===== src/rtl/clock_meter_pkg.sv =====
// clock_meter_pkg: shared defaults, FSM state type and averaging depth for clock_period_meter
package clock_meter_pkg;
  localparam int DEF_WIDTH = 28;
  localparam int AVG_DEPTH = 4;
  typedef enum logic {IDLE, MEASURE} state_t;
endpackage


===== src/rtl/sync_edge_detect.sv =====
// sync_edge_detect: SYNC_STAGES-flop synchronizer plus delayed copy, giving one-cycle rise/fall strobes
// Ports: clk, rst (sync, active-high); d_i asynchronous input; rise_o/fall_o synchronized edge strobes.
module sync_edge_detect #(
  parameter int SYNC_STAGES = 2
) (
  input  logic clk,
  input  logic rst,
  input  logic d_i,
  output logic rise_o,
  output logic fall_o
);
  // Bit SYNC_STAGES-1 is the synchronized level, bit SYNC_STAGES its one-cycle-delayed copy.
  logic [SYNC_STAGES:0] sync_q;
  always_ff @(posedge clk) begin
    sync_q <= rst ? '0 : {sync_q[SYNC_STAGES-1:0], d_i};
  end
  assign rise_o = sync_q[SYNC_STAGES-1] & ~sync_q[SYNC_STAGES];
  assign fall_o = ~sync_q[SYNC_STAGES-1] & sync_q[SYNC_STAGES];
endmodule


===== src/rtl/clock_period_meter.sv =====
// clock_period_meter: measures rise-to-rise period and high time of an asynchronous square wave in clock_in cycles
// Ports: clock_in, reset (sync, active-high); sig_in asynchronous measured signal;
//        period/high_time last result; valid one-cycle update pulse; timeout level when no rise
//        arrives within 2^WIDTH-1 cycles; measuring high while not IDLE.
// Define PERIOD_METER_AVG_EN to publish the truncated average of every four measurements.
module clock_period_meter
  import clock_meter_pkg::*;
#(
  parameter int WIDTH       = DEF_WIDTH,
  parameter int SYNC_STAGES = 2
) (
  input  logic             clock_in,
  input  logic             reset,
  input  logic             sig_in,
  output logic [WIDTH-1:0] period,
  output logic [WIDTH-1:0] high_time,
  output logic             valid,
  output logic             timeout,
  output logic             measuring
);
  localparam logic [WIDTH-1:0] CNT_MAX = '1;
  state_t           state_q;
  logic [WIDTH-1:0] cnt_q, hi_lat_q;
  logic             rise, fall;
  sync_edge_detect #(.SYNC_STAGES(SYNC_STAGES)) u_sync (
    .clk(clock_in), .rst(reset), .d_i(sig_in), .rise_o(rise), .fall_o(fall)
  );
`ifdef PERIOD_METER_AVG_EN
  localparam int AW = WIDTH + 2;
  logic [AW-1:0] sum_p_q, sum_h_q, sum_p_d, sum_h_d;
  logic [1:0]    idx_q;
  always_comb begin
    sum_p_d = sum_p_q + AW'(cnt_q);
    sum_h_d = sum_h_q + AW'(hi_lat_q);
  end
`endif
  assign measuring = state_q == MEASURE;
  always_ff @(posedge clock_in) begin
    if (reset) begin
      state_q   <= IDLE;
      cnt_q     <= '0;
      hi_lat_q  <= '0;
      period    <= '0;
      high_time <= '0;
      valid     <= 1'b0;
      timeout   <= 1'b0;
`ifdef PERIOD_METER_AVG_EN
      sum_p_q   <= '0;
      sum_h_q   <= '0;
      idx_q     <= '0;
`endif
    end else begin
      valid <= 1'b0;
      if (state_q == IDLE) begin
        if (rise) begin
          state_q <= MEASURE;
          cnt_q   <= WIDTH'(1);
        end
      end else begin
        if (fall) hi_lat_q <= cnt_q;
        // A rise on the saturation cycle is still a measurement, so it is tested first.
        if (rise) begin
          cnt_q <= WIDTH'(1);
`ifdef PERIOD_METER_AVG_EN
          if (idx_q == 2'(AVG_DEPTH - 1)) begin
            period    <= WIDTH'(sum_p_d >> 2);
            high_time <= WIDTH'(sum_h_d >> 2);
            valid     <= 1'b1;
            timeout   <= 1'b0;
            sum_p_q   <= '0;
            sum_h_q   <= '0;
          end else begin
            sum_p_q <= sum_p_d;
            sum_h_q <= sum_h_d;
          end
          idx_q <= idx_q + 2'd1;
`else
          period    <= cnt_q;
          high_time <= hi_lat_q;
          valid     <= 1'b1;
          timeout   <= 1'b0;
`endif
        end else if (cnt_q == CNT_MAX) begin
          state_q <= IDLE;
          timeout <= 1'b1;
`ifdef PERIOD_METER_AVG_EN
          sum_p_q <= '0;
          sum_h_q <= '0;
          idx_q   <= '0;
`endif
        end else begin
          cnt_q <= cnt_q + WIDTH'(1);
        end
      end
    end
  end
endmodule


===== config.mk =====
export PLATFORM = sky130hd
export DESIGN_NAME = clock_period_meter
export DESIGN_NICKNAME = d
export VERILOG_FILES = /design/src/rtl/clock_meter_pkg.sv /design/src/rtl/sync_edge_detect.sv /design/src/rtl/clock_period_meter.sv
export SDC_FILE = /design/constraint.sdc
export NUM_CORES = 1
export LEC_CHECK = 0
export CAP_MARGIN = 20
export CORE_AREA = 2 2 84 106
export DETAILED_ROUTE_END_ITERATION = 6
export DIE_AREA = 0 0 86 108
export PLACE_DENSITY_LB_ADDON = 0.1
export SLEW_MARGIN = 20
export SYNTH_ARGS = -nofsm -noshare
export SYNTH_HDL_FRONTEND = slang
export SYNTH_SLANG_ARGS = --single-unit

===== constraint.sdc =====
create_clock -name clock_in -period 2.2 [get_ports clock_in]
set_input_delay 0.66 -clock clock_in [delete_from_list [all_inputs] [get_ports clock_in]]
set_output_delay 0.66 -clock clock_in [all_outputs]
set_load 0.02 [all_outputs]

; After elaboration in Yosys (flattened, before gate mapping)
; Cells that the tools add are included.
[word_totals]
reg_bits = 118
elab_cells = 33
[classes]
bitwise = 5
muxes = 10
eq_ne = 2
add_sub_neg = 1
reduce_logical = 7
[ops]
columns = cell, n
row1 = 28-bit 2-to-1 mux, 4
row2 = "28-bit by 1-bit adder with 28-bit output, second input constant", 1
row3 = "28-bit == test, second input constant", 1
row4 = 2-bit AND reduction, 4
row5 = 1-bit 2-to-1 mux, 6
row6 = 2-bit nonzero test, 2
row7 = 1-bit NOT, 3
row8 = 1-bit bitwise AND, 2
row9 = "2-bit != test, second input constant", 1
row10 = 2-bit OR reduction, 1

; Logic depth before layout (Yosys ltp)
[logic_depth]
depth_word = 4
depth_mapped = 9
mapped_depth_nobuf = 6

; Modules after synthesis
; From an unflattened synthesis, not the netlist that was laid out.
[unflattened]
hier_cells = 429
area_unflattened_um2 = 4266.6
[by_module_without_submodules]
columns = module, n_inst, seq_area_each_um2, cells_per_inst, area_each_um2
row1 = clock_period_meter, 1, 2302.2, 421, 4175.3
row2 = sync_edge_detect, 1, 60.1, 8, 91.3

; Worst setup path before layout
; Ideal clock, no wire load.
[synth_path]
kind = input to register
from = input port reset
to = register high_time[0]
t_arrival_ns = 1.829
stages = 5
path_slack_ns = 0.311
setup_ns = 0.060
n_path_buf = 3
path_cell_list = clkbuf_1 > nor3_1 > clkbuf_1 > clkbuf_1 > a22o_1
[synth_rtl]
columns = element, line_no
row1 = "start, declared", clock_period_meter.sv:13  ; input logic reset,
row2 = "end signal, assigned", clock_period_meter.sv:79  ; high_time <= hi_lat_q;
row3 = "end, declared", clock_period_meter.sv:16  ; output logic [WIDTH-1:0] high_time,

; Final worst setup path
[layout_path]
from = register high_time[19]
to = output port high_time[19]
; No word-level cell between the ends.

==> flow_metrics.env <==
export IMPL_outcome="finished clean"
export IMPL_max_freq_mhz=467
export IMPL_wl_per_cell_um=15.6
export IMPL_routed_wirelength_um=9430
export IMPL_period_minus_slack_ns=2.14
export IMPL_cp_data_required_time_ns=1.54
export IMPL_hold_path_class="flip-flop to flip-flop"
export IMPL_yosysWarnings=0
export IMPL_crit_slowest_cell="clkdlybuf4s50_1"
export IMPL_seq_area_frac_synth=0.557
export IMPL_clock_latency_ns=0.52
export IMPL_pre_cts_ws_ns=0.117
export IMPL_ir_worst_vdd_mv=0.586
export IMPL_async_reset_ff_frac=0
export IMPL_grt_pass1_vias=3176
export IMPL_start_util=0.517
export IMPL_core_region_area_sq_um=8190
export IMPL_dp_cells=573
export IMPL_via_per_inst=5.54
export IMPL_cts_tree="yes"
export IMPL_vias=3352
export IMPL_hold_buffers=0
export IMPL_synth_area_per_cell_sq_um=9.82
export IMPL_ctsResizeCount=0
export IMPL_pwr_density_cell_nw_per_um2=871
export IMPL_dr_pass1_iters=4
export IMPL_numCtsBuffers=17
export IMPL_drt_iter0_drc=152
export IMPL_clock_sinks=118
export IMPL_rsz0062_at_grt="no"
export IMPL_worstSetupStartpointType="flip-flop"
export IMPL_hpwl_um=5950
export IMPL_design_final_nets=499
export IMPL_final_cell_mix="dfxtp_1 (118), nand2_1 (66), clkdlybuf4s50_1 (59), a22o_1 (56), a21oi_1 (36)"
export IMPL_mostFrequentLayoutCell="dfxtp_1"
export IMPL_post_route_cell_area_sq_um=5560
export IMPL_crit_family="buffers and inverters"
export IMPL_tightest_slew_ns=0.541
export IMPL_root_buffer="clkbuf_8"
export IMPL_track_usage=0.219
export IMPL_clock_skew_ns=0.00892
export IMPL_ant_nets=0
export IMPL_hold_worst_slack_ns=0.431
export IMPL_dpl_cell_area_sq_um=4990
export IMPL_critPathArrivalTime_ns=1.48
export IMPL_die_h_um=108
export IMPL_route_detailed_drc=0
export IMPL_leakage_nw=2.02
export IMPL_layout_cells_non_filler=605
export IMPL_ys_ff_latch=118
export IMPL_crit_type="flip-flop to output pin"
export IMPL_cp_cell_sequence="clkdlybuf4s50_1"
export IMPL_power_total_mw=4.85
export IMPL_post_cts_buffers=0
export IMPL_synthToLayoutAreaGrowth_pct=31.2
export IMPL_die_area_sq_um=9290
export IMPL_cp_max_fo=2
export IMPL_grt_max_degree=58
export IMPL_rows=37
export IMPL_synth_flop_cell="dfxtp_1"
export IMPL_setup_violations=0
export IMPL_crit_path_end_kind="output pin"
export IMPL_netlist_instances=432
export IMPL_tns_ns=0
export IMPL_slowest_delay_ns=0.61
export IMPL_cts_buffer_depth=2
export IMPL_hold_viol_final=0
export IMPL_cp_buffers_inverters=1
export IMPL_antenna_found_initial=0
export IMPL_grt_pass1_wl_um=15800
export IMPL_slew_headroom=0.640
export IMPL_max_cap_viol_count=0
export IMPL_die_w_um=86
export IMPL_clk_pin_slew_ns=0.05
export IMPL_htreeDepth=4
export IMPL_syn_cell_area_sq_um=4240
export IMPL_min_period_over_period=0.973
export IMPL_synthesis_nets=436
export IMPL_grt_ovfl_total=0
export IMPL_antenna_cells=0
export IMPL_slew_viol_final=0
export IMPL_synth_edf_count=0
export IMPL_ys_types=38
export IMPL_ios=62
export IMPL_fin_ws_ns=0.0599
export IMPL_port_buffers=61
export IMPL_post_route_util=0.679
export IMPL_drive_gt1_frac=0.104
export IMPL_gp_congestion=0.870
[routing by layer]
layer  vias up  routed length, um  track usage
met5         -                  0            0
met4         0                170       0.0907
met3        13                409       0.0740
met2        89               4260        0.321
met1      1586               4590        0.295
li1       1664                  -            -
[cells in the mapped netlist, types with 2 or more instances]
master / count / area share
dfxtp_1: 118 / 0.56
nand2_1: 66 / 0.058
a22o_1: 56 / 0.12
a21oi_1: 37 / 0.044
clkbuf_1: 25 / 0.022
nor2_1: 22 / 0.019
nand3_1: 16 / 0.019
xnor2_1: 15 / 0.031
and4_1: 8 / 0.017
a211oi_1: 6 / 0.011
nand4_1: 6 / 0.0089
nor2b_1: 5 / 0.0074
xor2_1: 5 / 0.010
and3_1: 4 / 0.0059
buf_6: 4 / 0.011
nor4_1: 4 / 0.0059
buf_2: 3 / 0.0035
inv_1: 3 / 0.0027
nand2b_1: 3 / 0.0044
o21ai_0: 3 / 0.0035
or4_1: 3 / 0.0053
buf_1: 2 / 0.0018
o211ai_1: 2 / 0.0035
or3_1: 2 / 0.0030
[final cells by class]
| cell class | count | area (sq um) |
|---|---|---|
| Clock buffer | 23 | 467 |
| Clock inverter | 9 | 100 |
| Fill cell | 669 | 2630 |
| Inverter | 3 | 11.3 |
| Multi-Input combinational cell | 276 | 1710 |
| Sequential cell | 118 | 2360 |
| Tap cell | 97 | 121 |
| Timing Repair Buffer | 79 | 788 |
[worst paths after layout]
kind,startpoint,endpoint,slack [ns],cells after the start
max,high_time[19],high_time[19],0.06,1
max reg2reg,cnt_q[0],cnt_q[6],0.22,6
min,u_sync.sync_q[0],u_sync.sync_q[1],0.43,1
min reg2reg,u_sync.sync_q[0],u_sync.sync_q[1],0.43,1
[where the power goes]
group / leakage, nW / switching (mW) / total [mW] / internal [mW]
logic: 0.790 / 0.0652 / 0.0989 / 0.0337
clock network: 0.278 / 0.912 / 2.60 / 1.69
registers: 0.951 / 0.00307 / 2.15 / 2.14
total: 2.02 / 0.980 / 4.85 / 3.87
[sequential cells by signal, summed over array words and instances (netlist names)]
name           flops
cnt_q             28
hi_lat_q          28
high_time         28
measuring          1
period            28
timeout            1
u_sync.sync_q      3
valid              1
[cell families (layout without fill, tap and decap cells)]
| logic type | count (synthesis) | in the layout | synth area share |
|---|---|---|---|
| buf+inv | 38 | 114 | 0.0425 |
| simple gates | 145 | 145 | 0.165 |
| mux | 1 | 1 | 0.00236 |
| xor+xnor | 20 | 20 | 0.0413 |
| compound gates | 109 | 109 | 0.189 |
| fa+ha+maj | 1 | 1 | 0.00295 |
| flops | 118 | 118 | 0.557 |
Power figures use the tool's default switching activity.
